==> src/rtl/act_share_sched.sv <==
// Round-robin scheduler sharing one combinational Q8.8 sigmoid unit among NUM_REQ requesters.
// Optional saturation statistics are enabled by defining ACT_SAT_STATS_EN.
module act_share_sched #(
    parameter int unsigned NUM_REQ = 4,
    parameter int unsigned ID_W    = 2
) (
    input  logic                   clk,
    input  logic                   rst_n,
    input  logic [NUM_REQ-1:0]     req_valid,
    input  logic [16*NUM_REQ-1:0]  req_data,
    output logic [NUM_REQ-1:0]     req_ready,
    output logic [15:0]            act_in,
    input  logic [15:0]            act_out,
    output logic                   rsp_valid,
    output logic [15:0]            rsp_data,
    output logic [ID_W-1:0]        rsp_id,
    input  logic                   rsp_ready,
`ifdef ACT_SAT_STATS_EN
    input  logic                   stats_clr,
    output logic [15:0]            sat_hi_cnt,
    output logic [15:0]            sat_lo_cnt,
`endif
    output logic                   busy
);

    typedef enum logic [1:0] {StIdle, StEval, StResp} state_e;

    state_e          state_q, state_d;
    logic [ID_W-1:0] rr_ptr_q, rr_ptr_d;
    logic [ID_W-1:0] id_q;
    logic [ID_W-1:0] gnt_idx, hi_idx, lo_idx;
    logic            gnt_found, hi_found;
    logic [15:0]     gnt_data;
    logic            take;

    // Descending scan so the last hit is the lowest index; hi_* only counts indices >= rr_ptr.
    always_comb begin
        hi_found  = 1'b0;
        gnt_found = 1'b0;
        hi_idx    = '0;
        lo_idx    = '0;
        for (int i = NUM_REQ - 1; i >= 0; i--) begin
            if (req_valid[i]) begin
                gnt_found = 1'b1;
                lo_idx    = ID_W'(i);
                if (ID_W'(i) >= rr_ptr_q) begin
                    hi_found = 1'b1;
                    hi_idx   = ID_W'(i);
                end
            end
        end
        gnt_idx = hi_found ? hi_idx : lo_idx;
    end

    always_comb begin
        gnt_data = '0;
        for (int i = 0; i < NUM_REQ; i++) begin
            if (gnt_idx == ID_W'(i)) gnt_data = req_data[16*i +: 16];
        end
    end

    assign take     = (state_q == StIdle) && gnt_found;
    assign rr_ptr_d = (gnt_idx == ID_W'(NUM_REQ - 1)) ? '0 : gnt_idx + 1'b1;

    // Gated by rst_n so the grant strobe is quiet while reset is held.
    always_comb begin
        for (int i = 0; i < NUM_REQ; i++) begin
            req_ready[i] = rst_n && take && (gnt_idx == ID_W'(i));
        end
    end

    always_comb begin
        state_d = state_q;
        unique case (state_q)
            StIdle:  if (gnt_found) state_d = StEval;
            StEval:  state_d = StResp;
            StResp:  if (rsp_ready) state_d = StIdle;
            default: state_d = StIdle;
        endcase
    end

    assign busy = (state_q != StIdle);

    always_ff @(posedge clk or negedge rst_n) begin
        if (!rst_n) begin
            state_q   <= StIdle;
            rr_ptr_q  <= '0;
            id_q      <= '0;
            act_in    <= '0;
            rsp_valid <= 1'b0;
            rsp_data  <= '0;
            rsp_id    <= '0;
        end else begin
            state_q <= state_d;
            if (take) begin
                act_in   <= gnt_data;
                id_q     <= gnt_idx;
                rr_ptr_q <= rr_ptr_d;
            end
            if (state_q == StEval) begin
                rsp_data  <= act_out;
                rsp_id    <= id_q;
                rsp_valid <= 1'b1;
            end else if ((state_q == StResp) && rsp_ready) begin
                rsp_valid <= 1'b0;
            end
        end
    end

`ifdef ACT_SAT_STATS_EN
    logic op_hi, op_lo;
    assign op_hi = $signed(gnt_data) > $signed(16'h0600);
    assign op_lo = $signed(gnt_data) < $signed(16'hFA00);

    always_ff @(posedge clk or negedge rst_n) begin
        if (!rst_n) begin
            sat_hi_cnt <= '0;
            sat_lo_cnt <= '0;
        end else if (stats_clr) begin
            sat_hi_cnt <= '0;
            sat_lo_cnt <= '0;
        end else if (take) begin
            if (op_hi && (sat_hi_cnt != 16'hFFFF)) sat_hi_cnt <= sat_hi_cnt + 16'd1;
            if (op_lo && (sat_lo_cnt != 16'hFFFF)) sat_lo_cnt <= sat_lo_cnt + 16'd1;
        end
    end
`endif

endmodule

==> config.mk <==
export PLATFORM = sky130hd
export DESIGN_NAME = act_share_sched
export DESIGN_NICKNAME = d
export VERILOG_FILES = /design/src/rtl/act_share_sched.sv
export SDC_FILE = /design/constraint.sdc
export NUM_CORES = 1
export LEC_CHECK = 0
export BUFFER_PORTS_ARGS = -buffer_cell sky130_fd_sc_hd__buf_2
export CAP_MARGIN = 10
export CORE_MARGIN = 10
export CORE_UTILIZATION = 43
export CTS_BUF_LIST = sky130_fd_sc_hd__clkbuf_16
export DETAILED_ROUTE_END_ITERATION = 10
export GPL_ROUTABILITY_DRIVEN = 0
export GPL_TIMING_DRIVEN = 0
export HOLD_SLACK_MARGIN = 0.15
export PLACE_DENSITY = 0.83
export SLEW_MARGIN = 20
export SYNTH_ARGS = -nofsm -noshare
export SYNTH_HDL_FRONTEND = slang
export SYNTH_SLANG_ARGS = --single-unit
==> constraint.sdc <==
create_clock -name clk -period 3.5 [get_ports clk]
set_input_delay 0 -clock clk [delete_from_list [all_inputs] [get_ports clk]]
set_output_delay 0 -clock clk [all_outputs]
set_load 0.01 [all_outputs]
After elaboration in Yosys (flattened, before gate mapping)
Index checks and enable logic that the tools add are counted.
- register bits: 41
- output and inout port bits: 40
- bits of input ports: 87
- eq/ne operators: 7
- mux-type cells: 35
- order comparisons: 4
- add/subtract/negate cells: 1
- reduce and logical (&&, ||, !) cells: 12
- operators by type and width (kind ; number):
    $mux W16 ; 4
    $mux W2 ; 16
    $mux W1 ; 14
    $logic_and A1 B1 Y1 ; 7
    $eq A2 B2 Y1 const B ; 3
    $pmux W2 S3 ; 1
    $eq A2 B1 Y1 const B ; 2
    $ge A1 B2 Y1 const A ; 2
    $ge A2 B2 Y1 const A ; 2
    $logic_not A2 Y1 ; 2
    $ne A2 B2 Y1 const B ; 2
    $reduce_bool A2 Y1 ; 2
    $add A2 B1 Y2 const B ; 1
    $reduce_and A2 Y1 ; 1

Logic depth before layout (Yosys ltp)
Gate-level depths: netlist of run 1.
- word-level depth: 15
- gate-level depth with buffers: 9
- depth with buffers taken out: 7

Worst setup path before layout of run 1
OpenSTA, ideal clock, no wires.
- path type: register -> register
- start point: register rr_ptr_q[1]
- end point: register act_in[10]
- path buffers: 2
- library setup time: 0.130 ns
- arrival time: 2.356 ns
- cell stages (with the launch flop): 10
- setup slack: 1.013 ns
- data required time: 3.370 ns
- period minus slack after synthesis: 2.487 ns
- cells stage by stage: dfrtp_1 mux2i_1 a221oi_1 inv_1 ha_1 or2_2 clkbuf_1 clkbuf_1 a221oi_1 o31ai_2
- cells in the longest elaborated chain, start to end: 15
- elaborated cells between the ends (all ways): 29
- classes of those cells: order compare: 4; eq/ne: 3; mux: 21; reduce/logical: 1
- ends and longest elaborated chain (element ; line ; RTL):
    from (decl) ; 29 ; logic [ID_W-1:0] rr_ptr_q, rr_ptr_d;
    from (signal assigned) ; 98 ; rr_ptr_q <= rr_ptr_d;
    $ge A2 B2 Y1 ; 46 ; if (ID_W'(i) >= rr_ptr_q) begin
    $mux W2 or $mux W1 (tied branches) ; 46 ;
    $mux W2 or $mux W1 (tied branches) ; 43 ; if (req_valid[i]) begin
    $mux W2 or $mux W1 (tied branches) ; 46 ;
    $mux W2 or $mux W1 (tied branches) ; 43 ;
    $mux W2 or $mux W1 (tied branches) ; 46 ;
    $mux W2 or $mux W1 (tied branches) ; 43 ;
    $mux W2 or $mux W1 (tied branches) ; 46 ;
    $mux W2 or $mux W1 (tied branches) ; 43 ;
    $mux W2 * ; 52 ; gnt_idx = hi_found ? hi_idx : lo_idx;
    named net gnt_idx[0] ; 31 ; logic [ID_W-1:0] gnt_idx, hi_idx, lo_idx;
    $logic_not A2 Y1 ; 58 ; if (gnt_idx == ID_W'(i)) gnt_data = req_data[16*i +: 16];
    $mux W16 (3 in a row) ; 58 ;
    $mux W16 * ; 58 ;
    to (signal assigned) ; 96 ; act_in <= gnt_data;
    to (decl) ; 12 ; output logic [15:0] act_in,
The timed path passes the listed nets; every way through them passes the cells marked *.
A chain may end at the register's enable or synchronous reset.

Final worst setup path of run 1
- start point: register rr_ptr_q[1]
- end point: register act_in[3]
Same word-level chain as after synthesis.

==> results.yml, run 1 <==
yosys:
  yosys.area.top_type_share_pct: 47.90
  synth_most_common_cell: "dfrtp_1"
  syn-mean-instance-area_um2: 11.77
  yosysTopAreaCell: "dfrtp_1"
  yosys-top-cells-count: "dfrtp_1 (41), mux2_2 (18), a221oi_1 (17), o21ai_0 (17), o22ai_1 (15)"
  synth.area.top_cells: "dfrtp_1 (48%), mux2_2 (9.5%), a221oi_1 (7.0%)"
  post_synth_inst_count: 182
  ys_ff_latch: 41
  synth-main-ff-cell: "dfrtp_1"
  post_synth_num_cell_types: 33
  netlist_area_um2: 2142
  synthesis.yosys.warnings: 0
  synth_edf_count: 0
  asyncSetResetFlopFracSynth_pct: 100.0
  synth_sequential_area_ratio_pct: 47.90
  synth_nets: 273
detailed_routing:
  vias: 2538
  drt-total-wl_um: 9216
  drtPass1Iterations: 5
  routedLengthMet1_um: 3401
  routed_wire_length_per_instance_um: 20.03
  detailroute.wirelength.met2_um: 4734
  ant_nets: 0
  met3WireLength_um: 843
  vias_per_cell: 5.517
  top_layer_used: "met4"
  route.detailed.drc: 0
  detailedRoute.firstIterationViolations: 115
die:
  fp.coreArea_um2: 4786
  placementRows: 25
  pin_count: 127
  fp.dieW_um: 90.58
  die_area_um2: 8205
  die_y_um: 90.58
  initial_utilization_pct: 44.76
setup_path:
  worst_setup_path_start_kind: "register"
  critical_path_peak_fanout: 6
  crit_type: "register to register"
  setup.worst_path.end_class: "register"
  cp_cell_sequence: "mux2i_1, a221oi_2, buf_4, inv_1, ha_1, nand2b_1, o22ai_1, dlygate4sd3_1, o31ai_1, dlygate4sd3_1"
  slowest_delay_ps: 590
  cp_data_arrival_time_ps: 3460
  worst-endpoint-required_ps: 3710
  timing.critical_path.slowest_stage_cell: "dlygate4sd3_1"
  critical-path-top-cell-by-count: "dlygate4sd3_1"
  critical_path_buf_inv_count: 4
  critPathTopFamily: "buffers and inverters"
cts:
  numClockSinks: 41
  htreeDepth: 2
  cts-buffers-inserted: 5
  clk_root_buffer_cell: "clkbuf_16"
  clk-insertion-delay-late_ps: 280
  number_of_buffers_between_clock_root_and_the_deepest_sink: 2
  clock_tree_from_tritoncts: "yes"
  worst_setup_hold_path_clk_slew_ps: 60
grt:
  grt_remaining_overflow: 0
  grt_max_degree: 46
  grtUsageTotal_pct: 21.29
  grt_pass1_wl_um: 14260
  number_of_antenna_violations_at_the_first_check_in_global_routing: 0
  number_of_global_route_vias_before_repair: 2757
timing:
  finalHoldViolCount: 0
  timing.fmax_ghz: 0.3083
  max_slew.worst_pin.slew_ps: 953.9
  timing.slew.headroom_pct: 36.41
  rsz0062_at_grt: "false"
  post-route-period-util_pct: 92.66
  finalWorstPathRequiredPeriod_ps: 3243
  clock_skew_ps: 3.313
  timing.final.setup_violations: 0
  setup_slack_ps: 256.9
  fin_tns_setup_ps: 0
  finalHoldWorstSlack_ps: 176.8
  timing.final.max_slew_violations: 0
placed_design:
  numPortBuffers: 126
  placedInstanceArea_um2: 2856
  dp_hpwl_um: 5423
  preCtsSetupSlack_ps: 525.6
  placed_cells_incl_taps: 375
pwr:
  totalPowerFinal_mw: 3.080
  power_per_cell_area_nw_per_um2: 817.2
  static-leakage-power_nw: 1.859
  irDropWorstVdd_mv: 0.5715
cells_and_area:
  layout-area-overhead-vs-synth_pct: 75.93
  post-route-util_pct: 78.75
  diodes: 0
  num-nets-final: 483
  postLayoutCellArea_um2: 3769
  final_layout_size_suffix_gt1_share_pct: 45.04
  finish.cell_count_without_fillers: 460
run_status:
  status: "complete, no violations"
job:
  max_cap_violations: 0
min_path:
  hold_path_class: "input pin to register"
==> worst register-to-register path, delay by kind of cell (launching register included) <==
family / cells / cell delay (ps)
buffers and inverters: 4 / 1410
AO/OA/AOI/OAI: 3 / 660
flip-flops: 1 / 450
AND/OR/NAND/NOR: 1 / 260
adder cells (fa/ha/maj): 1 / 240
multiplexers: 1 / 170
==> flip-flops by register name (all words and copies together), names as in the netlist <==
register   cells
act_in        16
id_q           2
rr_ptr_q       2
rsp_data      16
rsp_id         2
rsp_valid      1
state_q        2
==> path summary, 6_finish.rpt <==
path                              startpoint    endpoint  slack [ps]  cells past startpoint
worst max register to register   rr_ptr_q[1]   act_in[3]         260                     10
max in group asynchronous              rst_n   act_in[3]        2480                      2
worst min-delay path            req_valid[0]     id_q[1]         180                      3
worst min register to register    state_q[1]   rsp_valid         480                      1
worst max-delay path             rr_ptr_q[1]   act_in[3]         260                     10
min in group asynchronous              rst_n  act_in[14]         420                      2
==> cell families after synthesis <==
logic type,count (synthesis),share of synthesized area (%)
buf+inv,20,5.023
compound gates,71,25.64
mux,23,12.27
flops,41,47.90
fa+ha+maj,4,2.337
simple gates,23,6.835
==> power by group <==
| part | internal [mW] | switching, mW |
|---|---|---|
| sequential | 0.718 | 0.135 |
| clock | 0.259 | 0.177 |
| combinational | 0.885 | 0.907 |
==> layout make-up <==
class                           count  area, um2
Timing Repair Buffer              203       1396
Clock buffer                        5      125.1
Tap cell                           67      83.83
Sequential cell                    41       1026
Buffer                             14      83.83
Multi-Input combinational cell    121       1015
Clock inverter                      3      13.76
Fill cell                         319       1017
Inverter                            6      25.02
==> placed cells by master (no fill, tap or decap), types with 3 or more instances in the layout <==
master,instances
o31ai_2,10
o22ai_1,15
clkbuf_1,7
o21ai_0,17
ha_1,4
mux2i_1,3
a221oi_1,16
inv_1,6
dlygate4sd3_1,75
dfrtp_1,41
buf_2,129
clkbuf_16,5
nor2_1,5
o31ai_1,5
and3_1,5
mux2_2,18
==> timing repair <==
item / 4_1_cts / 5_1_grt
hold endpoints to repair: 75 / 0
hold buffers: 75 / 0
gates resized for setup: 0 / 3
buffers inserted: 0 / 2
setup endpoints to repair: 0 / 15
==> per-layer routing <==
metal / vias to the layer above / GRT usage, %
met4: 0 / 8.488
met5: - / 0
li1: 1132 / -
met2: 162 / 36.72
met3: 25 / 7.731
met1: 1219 / 23.07
No activity file was read; power rests on OpenSTA's default activity.
==> run 2, diff against run 1 <==
BUFFER_PORTS_ARGS = -buffer_cell sky130_fd_sc_hd__buf_4   (was -buffer_cell sky130_fd_sc_hd__buf_2)
CORE_UTILIZATION = 47   (was 43)
PLACE_DENSITY = 0.9   (was 0.83)
clock period = 4 ns   (was 3.5 ns; I/O delays follow)
==> results.yml, run 2 (synthesis gave the netlist of run 1 again) <==
run_status:
  status: "complete, no violations"
setup_path:
  worst-endpoint-required_ps: 4220
  worst_setup_path_start_kind: "register"
  cp_cell_sequence: "mux2i_1, a221oi_4, inv_1, ha_1, nand2b_1, clkbuf_1, o22ai_1, dlygate4sd3_1, o31ai_2, dlygate4sd3_1"
  timing.critical_path.slowest_stage_cell: "dlygate4sd3_1"
  critical_path_buf_inv_count: 4
  critPathTopFamily: "buffers and inverters"
  setup.worst_path.end_class: "register"
  cp_data_arrival_time_ps: 4110
  critical_path_peak_fanout: 10
  critical-path-top-cell-by-count: "dlygate4sd3_1"
  crit_type: "register to register"
  slowest_delay_ps: 620
cells_and_area:
  postLayoutCellArea_um2: 3989
  layout_commonest_cell: "buf_4"
  commonest_non_fill_non_tap_cells_in_the_layout: "buf_4 (126), dlygate4sd3_1 (66), dfrtp_1 (41), mux2_2 (18), o21ai_0 (17)"
  num-nets-final: 470
  final_layout_size_suffix_gt1_share_pct: 45.79
  layout-area-overhead-vs-synth_pct: 86.22
  layout_top_registers: "act_in: 16 flops, rsp_data: 16 flops"
  diodes: 0
pwr:
  irDropWorstVdd_mv: 0.4745
  share_comb_of_total_power_pct: 60.8
  sequentialPowerShare_pct: 24.7
  p_sw_mw: 1.208
  pwr-share-clk_pct: 14.5
  totalPowerFinal_mw: 3.130
  power_per_cell_area_nw_per_um2: 784.7
  static-leakage-power_nw: 1.912
  power_report.internal_total_mw: 1.922
  switching_share_pct: 38.61
cts:
  number_of_buffers_between_clock_root_and_the_deepest_sink: 2
  numClockSinks: 41
  clk-insertion-delay-late_ps: 280
  clock_tree_from_tritoncts: "yes"
  clk_root_buffer_cell: "clkbuf_16"
  buffers_inserted_by_post_cts_timing_repair: 0
  htreeDepth: 2
  cts-buffers-inserted: 5
  worst_setup_hold_path_clk_slew_ps: 60
die:
  fp.dieW_um: 87.51
  placementRows: 24
  die_y_um: 87.51
  initial_utilization_pct: 48.86
  die_area_um2: 7658
  pin_count: 127
  fp.coreArea_um2: 4384
detailed_routing:
  vias: 2634
  route.detailed.drc: 0
  routed_wire_length_per_instance_um: 25.05
  drtPass1Iterations: 4
  ant_nets: 0
  drt-total-wl_um: 10820
  vias_per_cell: 6.097
  detailedRoute.firstIterationViolations: 252
timing:
  timing.final.setup_violations: 0
  finalHoldViolCount: 0
  timing.slew.headroom_pct: 61.51
  max_slew.worst_pin.slew_ps: 573.1
  clock_skew_ps: 5.403
  timing.final.max_slew_violations: 0
  finalWorstPathRequiredPeriod_ps: 3889
  post-route-period-util_pct: 97.22
  timing.fmax_ghz: 0.2571
placed_design:
  dp_hpwl_um: 5815
  numPortBuffers: 126
  placedInstanceArea_um2: 3153
job:
  max_cap_violations: 0
grt:
  grt_pass1_wl_um: 16350
  number_of_global_route_vias_before_repair: 2988
  grt_remaining_overflow: 0
  grtUsageTotal_pct: 27.53
  grt_max_degree: 46
  number_of_antenna_violations_at_the_first_check_in_global_routing: 0
min_path:
  hold_path_class: "input pin to register"
[run 2: cell types whose count changed in the layout (fill, tap and decap cells not counted), sizes merged]
cell	change
clkinv	-1
dlygate4sd3	-9
buf	-2
bufinv	+1
clkbuf	-2
[run 2: through the flow]
stage                     cells  TNS, ps  setup slack [ps]  util, %  hold slack (ps)
after floorplan             182        0              1513        -           -295.6
after global placement      360        0              1120    71.92            22.65
after detailed placement    360        0             996.7    71.92            23.82
after CTS                   434        0             14.85    90.70            150.2
after global routing        432   -22.17            -12.07    90.98            159.8
final                       432        0             111.0    90.98            136.3
[run 2: timing repair]
action | 4_1_cts | 5_1_grt
endpoints found under the setup margin | 0 | 9
hold endpoints to repair | 75 | 0
hold buffers | 66 | 0
resized for setup | 0 | 3
[run 2: metal layers]
metal,vias up,GRT usage (%),share of wire [%]
met2,221,49.07,51
met1,1257,28.91,34
li1,1105,-,-
met5,-,0,0
met3,51,8.427,10
met4,0,12.46,5.7
[run 2: tightest hold or removal path, cell delays in order]
cell and delay [ps]:
buf_4 120, a221oi_4 90, mux2i_1 150
[run 2: cell type report]
class	instances	area, um2
Fill cell	180	395.4
Inverter	6	25.02
Timing Repair Buffer	192	1607
Tap cell	52	65.06
Multi-Input combinational cell	121	1028
Buffer	12	75.07
Clock inverter	3	37.54
Clock buffer	5	125.1
Sequential cell	41	1026
[run 2: power groups by stage]
stage               clock network [mW]  registers, mW  logic, mW
finish                           0.454          0.774       1.90
global route                     0.470          0.787       2.02
floorplan                            0          0.820      0.782
CTS                              0.446          0.748       1.76
detailed placement                   0          0.753       1.44
global placement                     0          0.738       1.40
[run 2: worst paths after layout]
path                       slack [ps]  cells after the start         start           to
setup / recovery                  110                     10   rr_ptr_q[1]    act_in[7]
hold / removal                    140                      3  req_valid[2]  rr_ptr_q[0]
setup reg to reg                  110                     10   rr_ptr_q[1]    act_in[7]
hold reg to reg                   490                      1    state_q[1]    rsp_valid
max in group asynchronous        3350                      2         rst_n  rsp_data[3]
min in group asynchronous         250                      2         rst_n   act_in[14]
==> run 3, diff against run 2 <==
BUFFER_PORTS_ARGS = -buffer_cell sky130_fd_sc_hd__clkbuf_2   (was -buffer_cell sky130_fd_sc_hd__buf_4)
==> results.yml, run 3 (synthesis gave the netlist of run 1 again) <==
run_status:
  status: "complete, no violations"
timing:
  finalWorstPathRequiredPeriod_ps: 3777
  timing.fmax_ghz: 0.2648
  timing.slew.headroom_pct: 35.28
  rsz0062_at_grt: "false"
  fin_tns_setup_ps: 0
  post-route-period-util_pct: 94.41
  finalHoldViolCount: 0
  max_slew.worst_pin.slew_ps: 970.9
  clock_skew_ps: 6.482
  timing.final.setup_violations: 0
  timing.final.max_slew_violations: 0
detailed_routing:
  drt-total-wl_um: 8394
  met3WireLength_um: 739
  drtPass1Iterations: 5
  ant_nets: 0
  detailedRoute.firstIterationViolations: 221
  vias: 2482
  routed_wire_length_per_instance_um: 19.39
  route.detailed.drc: 0
  top_layer_used: "met4"
  vias_per_cell: 5.732
  detailroute.wirelength.met2_um: 4338
  routedLengthMet1_um: 3083
cells_and_area:
  multiInputGateArea_um2: 1015
  num-nets-final: 471
  ff_latch_area_um2: 1026
  post-route-util_pct: 84.19
  commonest_non_fill_non_tap_cells_in_the_layout: "clkbuf_2 (125), dlygate4sd3_1 (66), dfrtp_1 (41), mux2_2 (18), o21ai_0 (17)"
  layout_commonest_cell: "clkbuf_2"
  layout_top_registers: "act_in: 16 flops, rsp_data: 16 flops"
  fillCellCount: 246
  final_layout_size_suffix_gt1_share_pct: 45.93
  layout-area-overhead-vs-synth_pct: 72.31
  diodes: 0
setup_path:
  crit_type: "register to register"
  setup.worst_path.end_class: "register"
  worst_setup_path_start_kind: "register"
  critPathTopFamily: "buffers and inverters"
  timing.critical_path.slowest_stage_cell: "dlygate4sd3_1"
  critical_path_peak_fanout: 16
  cp_cell_sequence: "mux2i_1, a221oi_2, inv_1, ha_1, or2_2, clkbuf_1, a221oi_1, dlygate4sd3_1, o31ai_2, dlygate4sd3_1"
  critical-path-top-cell-by-count: "dlygate4sd3_1"
  worst-endpoint-required_ps: 4160
  slowest_delay_ps: 620
  cp_data_arrival_time_ps: 3940
  critical_path_buf_inv_count: 4
cts:
  numClockSinks: 41
  clk-insertion-delay-late_ps: 280
  worst_setup_hold_path_clk_slew_ps: 60
  cts-buffers-inserted: 5
  buffers_inserted_by_post_cts_timing_repair: 0
  htreeDepth: 2
  clk_root_buffer_cell: "clkbuf_16"
  clock_tree_from_tritoncts: "yes"
  number_of_buffers_between_clock_root_and_the_deepest_sink: 2
pwr:
  totalPowerFinal_mw: 2.902
  static-leakage-power_nw: 1.851
  power_per_cell_area_nw_per_um2: 786.1
  irDropWorstVdd_mv: 0.4028
grt:
  grt_remaining_overflow: 0
  grt_pass1_wl_um: 13280
  grt_max_degree: 46
  number_of_global_route_vias_before_repair: 2738
  number_of_antenna_violations_at_the_first_check_in_global_routing: 0
  grtUsageTotal_pct: 21.64
min_path:
  hold_path_class: "input pin to register"
die:
  die_area_um2: 7658
  placementRows: 24
  die_y_um: 87.51
  fp.dieW_um: 87.51
  pin_count: 127
  fp.coreArea_um2: 4384
  initial_utilization_pct: 48.86
job:
  max_cap_violations: 0
placed_design:
  dp_hpwl_um: 5431
  numPortBuffers: 126
==> run 3: cell type report <==
class                   instances  share of cell area [%]
flip-flops and latches         41                   27.80
repair buffers                192                   34.98
clock inverters                 3                   1.763
well taps                      52                   1.763
plain buffers                  13                   2.136
multi-input cells             121                   27.49
clock buffers                   5                   3.390
inverters                       6                  0.6780
==> run 3: worst paths after layout <==
kind	from	endpoint	slack [ps]	cells after the start
worst min-delay path	req_valid[0]	rr_ptr_q[0]	170	3
max in group asynchronous	rst_n	rsp_data[9]	2980	2
min in group asynchronous	rst_n	act_in[14]	410	2
worst max-delay path	rr_ptr_q[1]	act_in[4]	220	10
worst min register to register	state_q[1]	rsp_valid	490	1
worst max register to register	rr_ptr_q[1]	act_in[4]	220	10
==> run 3: metrics by stage <==
step / hold WS [ps] / setup WS, ps / instances / cell area [um2]
2_1_floorplan: -295.6 / 1513 / 182 / 2142
3_3_place_gp: 232.9 / 1099 / 360 / 2838
3_5_place_dp: 235.0 / 1026 / 360 / 2838
4_1_cts: 152.7 / 77.26 / 433 / 3679
5_1_grt: 189.6 / 25.50 / 433 / 3691
6_report: 166.9 / 223.4 / 433 / 3691
==> run 3: per-layer routing <==
metal / GRT usage, % / vias to the layer above
li1: - / 1106
met1: 23.42 / 1192
met2: 38.03 / 155
met3: 6.461 / 29
met4: 9.420 / 0
met5: 0 / -
==> run 3: repair_timing <==
item,in CTS,in global routing
endpoints found under the hold margin,75,1
gates resized for setup,0,1
endpoints found under the setup margin,0,10
hold buffers,65,1
==> run 3: power by group <==
part	switching [mW]	internal, mW	leakage, nW	total, mW
clock	0.164	0.356	0.0938	0.520
combinational	0.775	0.852	1.26	1.63
sequential	0.126	0.628	0.494	0.754
==> run 3: tightest hold or removal path: stages <==
cell      delay, ps
clkbuf_2        150
a221oi_2        120
mux2i_1         130
